## src/rtl/risc_pkg.sv

```systemverilog
// Shared definitions for the 8-bit RISC core: opcodes, sequencer states and
// instruction field positions.
package risc_pkg;

  localparam logic [3:0] OpNop  = 4'h0;
  localparam logic [3:0] OpLdi  = 4'h1;
  localparam logic [3:0] OpAdd  = 4'h2;
  localparam logic [3:0] OpSub  = 4'h3;
  localparam logic [3:0] OpAnd  = 4'h4;
  localparam logic [3:0] OpOr   = 4'h5;
  localparam logic [3:0] OpXor  = 4'h6;
  localparam logic [3:0] OpNot  = 4'h7;
  localparam logic [3:0] OpJmp  = 4'h8;
  localparam logic [3:0] OpJz   = 4'h9;
  localparam logic [3:0] OpHalt = 4'hF;

  localparam int unsigned OpcMsb = 15;
  localparam int unsigned OpcLsb = 12;
  localparam int unsigned RdMsb  = 11;
  localparam int unsigned RdLsb  = 8;
  localparam int unsigned RaMsb  = 7;
  localparam int unsigned RaLsb  = 4;
  localparam int unsigned RbMsb  = 3;
  localparam int unsigned RbLsb  = 0;
  localparam int unsigned ImmMsb = 7;
  localparam int unsigned ImmLsb = 0;

  typedef enum logic [2:0] {
    StFetch,
    StDecode,
    StExec,
    StWb,
    StHalt
  } state_e;

endpackage

```

## src/rtl/risc_decode.sv

```systemverilog
// Opcode classifier: maps a 4-bit opcode onto one-hot instruction class flags.
module risc_decode
  import risc_pkg::*;
(
  input  logic [3:0] i_opcode,
  output logic       o_is_alu,
  output logic       o_is_ldi,
  output logic       o_is_jmp,
  output logic       o_is_jz,
  output logic       o_is_halt,
  output logic       o_is_nop,
  output logic       o_is_illegal
);

  always_comb begin
    o_is_alu     = 1'b0;
    o_is_ldi     = 1'b0;
    o_is_jmp     = 1'b0;
    o_is_jz      = 1'b0;
    o_is_halt    = 1'b0;
    o_is_nop     = 1'b0;
    o_is_illegal = 1'b0;
    unique case (i_opcode)
      OpNop:                                          o_is_nop     = 1'b1;
      OpLdi:                                          o_is_ldi     = 1'b1;
      OpAdd, OpSub, OpAnd, OpOr, OpXor, OpNot:        o_is_alu     = 1'b1;
      OpJmp:                                          o_is_jmp     = 1'b1;
      OpJz:                                           o_is_jz      = 1'b1;
      OpHalt:                                         o_is_halt    = 1'b1;
      default:                                        o_is_illegal = 1'b1;
    endcase
  end

endmodule

```

## src/rtl/risc_sequencer.sv

```systemverilog
// Fetch/decode/execute controller driving the ALU, register file and PC.
// Outputs are decoded from state and IR only; IMEM_DATA is consumed in DECODE.
module risc_sequencer
  import risc_pkg::*;
#(
  parameter int unsigned WIDTH  = 8,
  parameter int unsigned AWIDTH = 8
) (
  input  logic              i_clk,
  input  logic              i_rst_n,
  output logic [AWIDTH-1:0] o_imem_addr,
  output logic              o_imem_rd,
  input  logic [15:0]       i_imem_data,
  output logic [3:0]        o_rf_ra,
  output logic [3:0]        o_rf_rb,
  output logic [3:0]        o_rf_wa,
  output logic              o_rf_we,
  output logic              o_rf_wsel,
  output logic [WIDTH-1:0]  o_imm,
  output logic              o_alu_en,
  output logic              o_alu_oe,
  output logic [3:0]        o_alu_opcode,
  input  logic              i_zf,
  output logic              o_halted,
  output logic              o_illegal
);

  state_e            r_state, w_state_next;
  logic [15:0]       r_ir, w_ir_next;
  logic [AWIDTH-1:0] r_pc, w_pc_next;
  logic              r_illegal, w_illegal_next;

  logic w_is_alu, w_is_ldi, w_is_jmp, w_is_jz, w_is_halt, w_is_nop, w_is_illegal;
  logic [AWIDTH-1:0] w_target;
  logic              w_ir_is_ldi;

  risc_decode u_decode (
    .i_opcode     (i_imem_data[OpcMsb:OpcLsb]),
    .o_is_alu     (w_is_alu),
    .o_is_ldi     (w_is_ldi),
    .o_is_jmp     (w_is_jmp),
    .o_is_jz      (w_is_jz),
    .o_is_halt    (w_is_halt),
    .o_is_nop     (w_is_nop),
    .o_is_illegal (w_is_illegal)
  );

  assign w_target = AWIDTH'(i_imem_data[ImmMsb:ImmLsb]);

  always_ff @(posedge i_clk or negedge i_rst_n) begin
    if (!i_rst_n) begin
      r_state   <= StFetch;
      r_ir      <= '0;
      r_pc      <= '0;
      r_illegal <= 1'b0;
    end else begin
      r_state   <= w_state_next;
      r_ir      <= w_ir_next;
      r_pc      <= w_pc_next;
      r_illegal <= w_illegal_next;
    end
  end

  always_comb begin
    w_state_next   = r_state;
    w_ir_next      = r_ir;
    w_pc_next      = r_pc;
    w_illegal_next = 1'b0;
    unique case (r_state)
      StFetch: w_state_next = StDecode;
      StDecode: begin
        w_ir_next = i_imem_data;
        w_pc_next = r_pc + AWIDTH'(1);
        if (w_is_alu) begin
          w_state_next = StExec;
        end else if (w_is_ldi) begin
          w_state_next = StWb;
        end else if (w_is_jmp) begin
          w_pc_next    = w_target;
          w_state_next = StFetch;
        end else if (w_is_jz) begin
          if (i_zf) w_pc_next = w_target;
          w_state_next = StFetch;
        end else if (w_is_halt) begin
          w_state_next = StHalt;
        end else begin
          // NOP and undefined opcodes both retire straight back to fetch
          w_illegal_next = w_is_illegal & ~w_is_nop;
          w_state_next   = StFetch;
        end
      end
      StExec:  w_state_next = StWb;
      StWb:    w_state_next = StFetch;
      StHalt:  w_state_next = StHalt;
      default: w_state_next = StFetch;
    endcase
  end

  assign w_ir_is_ldi = (r_ir[OpcMsb:OpcLsb] == OpLdi);

  // Gate the read strobe with reset so no fetch is issued while held in reset
  assign o_imem_rd    = (r_state == StFetch) & i_rst_n;
  assign o_imem_addr  = r_pc;
  assign o_rf_ra      = r_ir[RaMsb:RaLsb];
  assign o_rf_rb      = r_ir[RbMsb:RbLsb];
  assign o_rf_wa      = r_ir[RdMsb:RdLsb];
  assign o_rf_we      = (r_state == StWb);
  assign o_rf_wsel    = o_rf_we & w_ir_is_ldi;
  assign o_imm        = o_rf_wsel ? WIDTH'(r_ir[ImmMsb:ImmLsb]) : '0;
  assign o_alu_en     = (r_state == StExec);
  assign o_alu_oe     = 1'b1;
  assign o_alu_opcode = o_alu_en ? r_ir[OpcMsb:OpcLsb] : 4'h0;
  assign o_halted     = (r_state == StHalt);
  assign o_illegal    = r_illegal;

endmodule
```

## config.mk

```make
export PLATFORM = sky130hd
export DESIGN_NAME = risc_sequencer
export DESIGN_NICKNAME = d
export VERILOG_FILES = /design/src/rtl/risc_pkg.sv /design/src/rtl/risc_decode.sv /design/src/rtl/risc_sequencer.sv
export SDC_FILE = /design/constraint.sdc
export NUM_CORES = 1
export LEC_CHECK = 0
export BUFFER_PORTS_ARGS = -buffer_cell sky130_fd_sc_hd__buf_2
export CORE_UTILIZATION = 43
export DETAILED_ROUTE_END_ITERATION = 7
export PLACE_DENSITY = 0.79
export REMOVE_ABC_BUFFERS = 1
export SYNTH_ARGS = -nofsm -noshare
export SYNTH_HDL_FRONTEND = slang
export SYNTH_SLANG_ARGS = --single-unit
```

## constraint.sdc

```tcl
create_clock -name i_clk -period 4.6 [get_ports i_clk]
set_input_delay 0.23 -clock i_clk [delete_from_list [all_inputs] [get_ports i_clk]]
set_output_delay 0.23 -clock i_clk [all_outputs]
set_load 0.01 [all_outputs]
```

=== After elaboration in Yosys (flattened, before gate mapping) ===
Cells that the tools add are included.

* Reductions and logical operators: 4
* Equality and inequality tests: 15
* Bitwise gates (word level): 4
* Mux-type cells: 26
* Add/subtract/negate cells: 1

{| class="wikitable"
|+ Operator list
! kind !! number
|-
| $mux 8 || 6
|-
| $eq 4x3->1 const B || 4
|-
| $mux 3 || 5
|-
| $mux 1 || 13
|-
| $eq 4x4->1 const B || 3
|-
| $pmux 3 s4 || 1
|-
| $reduce_or 11->1 || 1
|-
| $add 8x1->8 const B || 1
|-
| $eq 4x1->1 const B || 2
|-
| $eq 4x2->1 const B || 2
|-
| $eq 3x2->1 const B || 2
|-
| $reduce_or 6->1 || 1
|-
| $logic_not 4->1 || 1
|-
| $mux 4 || 1
|-
| $and 1x1->1 || 3
|-
| $eq 3x1->1 const B || 1
|-
| $eq 3x3->1 const B || 1
|-
| $logic_not 3->1 || 1
|-
| $not 1->1 || 1
|}

* Register bits: 28
* Output and inout port bits: 39
* Word-level logic and storage cells: 54

=== Longest topological paths before layout ===
* Depth in word-level cells: 10
* Gate-level depth with buffers: 7
* Gate-level depth less buffers: 5

=== Hierarchy ===
From an unflattened synthesis, not the netlist that was laid out.

* Cell total of the unflattened synthesis: 187
* Area, all modules: 1597.8 µm²

{| class="wikitable"
|+ Modules (own cells, without submodules)
! module !! area each (µm²) !! cells an instance !! instances
|-
| risc_sequencer || 1529.0 || 174 || 1
|-
| risc_decode || 68.8 || 13 || 1
|}

=== Worst setup path before layout ===
Ideal clock, no wire load.

* Path kind: reg2reg
* From: register r_pc[2] (netlist: o_imem_addr[2])
* To: register r_pc[7] (netlist: o_imem_addr[7])
* Clock period less this slack: 1490 ps
* Stages on the path, launching flop included: 5
* Slack: 3110 ps
* Required time: 4469 ps
* Setup time: 131 ps
* Data arrival time: 1359 ps
* Path buffers: 0
* Cells stage by stage: dfrtp_1 nand4_1 or2_1 and3_2 or3_1

* Longest elaborated chain between the ends: 6

{| class="wikitable"
|+ Ends and longest elaborated chain
! what !! RTL line !! text
|-
| start, declared || risc_sequencer.sv:30 || <nowiki>logic [AWIDTH-1:0] r_pc, w_pc_next;</nowiki>
|-
| start signal, assigned || risc_sequencer.sv:59 || <nowiki>r_pc <= w_pc_next;</nowiki>
|-
| $add 8x1->8 * || risc_sequencer.sv:73 || <nowiki>w_pc_next = r_pc + AWIDTH'(1);</nowiki>
|-
| $mux 8 || risc_sequencer.sv:82 || <nowiki>if (i_zf) w_pc_next = w_target;</nowiki>
|-
| $mux 8 || risc_sequencer.sv:81 || <nowiki>end else if (w_is_jz) begin</nowiki>
|-
| $mux 8 || risc_sequencer.sv:78 || <nowiki>end else if (w_is_jmp) begin</nowiki>
|-
| $mux 8 || risc_sequencer.sv:76 || <nowiki>end else if (w_is_ldi) begin</nowiki>
|-
| $mux 8 * || risc_sequencer.sv:74 || <nowiki>if (w_is_alu) begin</nowiki>
|}

Mark *: on every way between the ends. The rest lies on a longest branch, timed or not.
A chain may end at the register's enable or synchronous reset.

=== Worst setup path in the final report ===
* From: input i_rst_n
* To: output o_imem_rd

* Longest elaborated chain between the ends: 1

{| class="wikitable"
|+ Ends and longest elaborated chain
! what !! RTL line !! text
|-
| start, declared || risc_sequencer.sv:10 || <nowiki>input logic i_rst_n,</nowiki>
|-
| $and 1x1->1 || risc_sequencer.sv:102 || <nowiki>assign o_imem_rd = (r_state == StFetch) & i_rst_n;</nowiki>
|-
| end, declared || risc_sequencer.sv:12 || <nowiki>output logic o_imem_rd,</nowiki>
|}

Every way passes these cells.

==> flow_summary.yaml <==
status:
  status: "completed"
timing:
  setup_viol_count_final: 0
  worst_pin_slew_ns: 0.844
  relSlewSlack_pct: 43.7
  period_needed_ns: 2.00
  slew_viol_final: 0
  tns_ns: 0
  fmax_mhz: 501
  layout_worst_path_cycle_share_pct: 43.4
  skew_ns: 0.00212
  timing.hold.ws_ns: 0.0812
  finalHoldViolations: 0
  rsz0062_at_grt: "no"
layout:
  final_common_cell: "buf_2"
  areaGrowthSynthToFinish_pct: 16.3
  antenna_cells: 0
  nets: 234
  layout_common_cells: "buf_2 (56), nand2_1 (55), dfrtp_1 (28), and3_1 (9)"
  drive_above_1_share_pct: 30.7
synth:
  yosys.area_share.simple_pct: 31.7
  ys_types: 33
  muxShareOfSynthArea_pct: 3.31
  syn_avg_cell_area_um2: 8.80
  yosys_warnings: 0
  synth-compound-area-share_pct: 8.43
  synth_xor_area_share_pct: 0
  yosysTopAreaCellShare_pct: 46.3
  syn_area_um2: 1510
  ys_top_cells_by_area: "dfrtp_1 (46%), nand2_1 (14%), buf_4 (6.9%)"
  ys_seq_area_share_pct: 46.3
  synth_top_family_by_area: "simple AND/OR/NAND/NOR gates"
  synthAdderAreaFrac_pct: 0.826
  synth-seq-cells: 28
  synth_area_leader_cell: "dfrtp_1"
  syn_inst: 172
cts:
  ctsHtreeMaxLevel: 1
  cts_tree: "built"
  cts_made_buffers: 3
  cts_resized: 0
  clk_latency_ns: 0.32
  clock_path_buffers: 2
  cts_setup_buffers: 0
  clk_pin_slew_worst_paths_ns: 0.14
  cts-root-buf: "clkbuf_4"
  cts.sinks: 28
drt:
  wl_um: 3220
  drc_errors: 0
  dr_total_vias: 1290
  viasPerCell: 5.00
  antenna_left: 0
  wl_per_cell_um: 12.5
  dr.pass1.iters: 4
  drtIter0Drc: 59
worst_setup_path:
  endpoint_kind: "output port"
  max_stage_delay_ns: 0.52
  crit_top_cell: "buf_2"
  worst_ep_arrival_time_ns: 1.77
  r2r_end: "o_imem_addr[7]"
  worstPathRequired_ns: 4.37
  timing.setup.critical_path_class: "in2out"
  path_max_fanout: 29
  slowest_stage: "dlygate4sd3_1"
  r2r_slack_ns: 2.69
  critical_path.cell_chain: "dlygate4sd3_1 > buf_2 > nor4b_1 > buf_2"
  reg2reg_depth: 4
  critPathLaunchType: "input pin"
  r2r-start: "r_state[1]"
floorplan:
  start_util_pct: 45.0
  io_pins: 58
  die-area_um2: 3760
  num_rows: 21
  die_y_um: 61.3
  chipWidth_um: 61.3
  core-area_um2: 3360
hold_path:
  min_to: "r_ir[9]"
  hold_class: "in2reg"
  min-delay-start: "i_imem_data[9]"
  worst_hold_path.num_cells: 3
global_routing:
  grt_pass1_wl_um: 5000
  grt_pass1_vias: 1115
  grt_max_degree: 30
  grt.overflow.total: 0
  grt_antenna_before_repair: 0
  gr-usage-all-layers_pct: 17.9
power_and_ir_drop:
  power.leakage_nw: 0.976
  max-vdd-ir-drop_mv: 0.243
  power_density_nw_per_um2: 610
place:
  dpl.hpwl_um: 2310
  port_buffers: 56
  place.gp.congestion: 0.816
flow_run:
  cap_viol_max_count: 0
-- synthesized netlist by cell type --
| cell | instances |
|---|---|
| a21oi_1 | 7 |
| a2bb2oi_1 | 5 |
| a311o_1 | 1 |
| and2_1 | 5 |
| and3_1 | 9 |
| and3_2 | 1 |
| and3b_1 | 1 |
| and4_2 | 1 |
| buf_2 | 4 |
| buf_4 | 14 |
| clkbuf_1 | 3 |
| conb_1 | 1 |
| dfrtp_1 | 28 |
| ha_1 | 1 |
| inv_1 | 1 |
| mux2i_1 | 5 |
| nand2_1 | 55 |
| nand2b_1 | 2 |
| nand3_1 | 7 |
| nand3_2 | 1 |
| nand4_1 | 1 |
| nor2_1 | 3 |
| nor3b_1 | 4 |
| nor4b_1 | 2 |
| nor4b_2 | 1 |
| o211ai_1 | 1 |
| o21ai_0 | 1 |
| o21ai_1 | 2 |
| o21bai_1 | 1 |
| o311ai_0 | 1 |
| or2_1 | 1 |
| or3_1 | 1 |
| or3b_1 | 1 |
-- what timing repair did --
item	in CTS	in global routing
setup endpoints to repair	0	0
endpoints found under the hold margin	28	0
hold buffers	1	0
-- how the worst max path moves through the flow --
stage                     from              to  slack (ns)  cells after the start
global route           i_rst_n       o_imem_rd        2.45                      4
floorplan           r_state[1]       o_illegal        2.46                      3
CTS                    i_rst_n       o_imem_rd        2.55                      4
global placement    r_state[1]  o_imem_addr[7]        2.76                      4
detailed placement  r_state[1]  o_imem_addr[7]        2.70                      4
finish                 i_rst_n       o_imem_rd        2.60                      4
-- flip-flops by register name, indices dropped and copies added (netlist names) --
name and flops:
r_state 3, r_ir 16, o_illegal 1, o_imem_addr 8
-- critical path: cells and delay by family --
family,cells,cell delay (ns)
and+or+nand+nor,1,0.31
buffers and inverters,3,1.21
-- where the power goes --
group	total, mW	switching (mW)	internal [mW]
Sequential	0.479	0.118	0.361
Clock	0.0999	0.0691	0.0308
Combinational	0.496	0.288	0.208
Total	1.07	0.475	0.600
-- per-stage QoR --
step	total power, mW	area [µm²]	utilization (%)	worst slack [ns]	cells
floorplan	0.770	1380	-	2.46	151
global placement	0.970	1730	51.4	2.76	254
detailed placement	0.982	1730	51.4	2.70	254
CTS	1.08	1760	52.3	2.55	258
global route	1.18	1760	52.3	2.45	258
finish	1.07	1760	52.3	2.60	258
-- layout make-up --
type | count | area (µm²)
Sequential cell | 28 | 701
Clock buffer | 3 | 22.5
Multi-Input combinational cell | 122 | 678
Inverter | 1 | 3.75
Tap cell | 46 | 57.6
Fill cell | 333 | 1600
Timing Repair Buffer | 58 | 298
-- per-layer routing --
layer / global-route usage (%) / vias up / share of wire [%]
met5: 0 / - / 0
met4: 3.81 / 0 / 0.99
met3: 2.94 / 4 / 6.3
met2: 28.0 / 56 / 44
met1: 26.3 / 578 / 48
li1: - / 652 / -
-- cells by family after synthesis --
logic type | after synthesis
simple gates | 96
flops | 28
buf+inv | 22
compound gates | 19
mux | 5
fa+ha+maj | 1
other cells | 1
No activity file was read; power rests on OpenSTA's default activity.
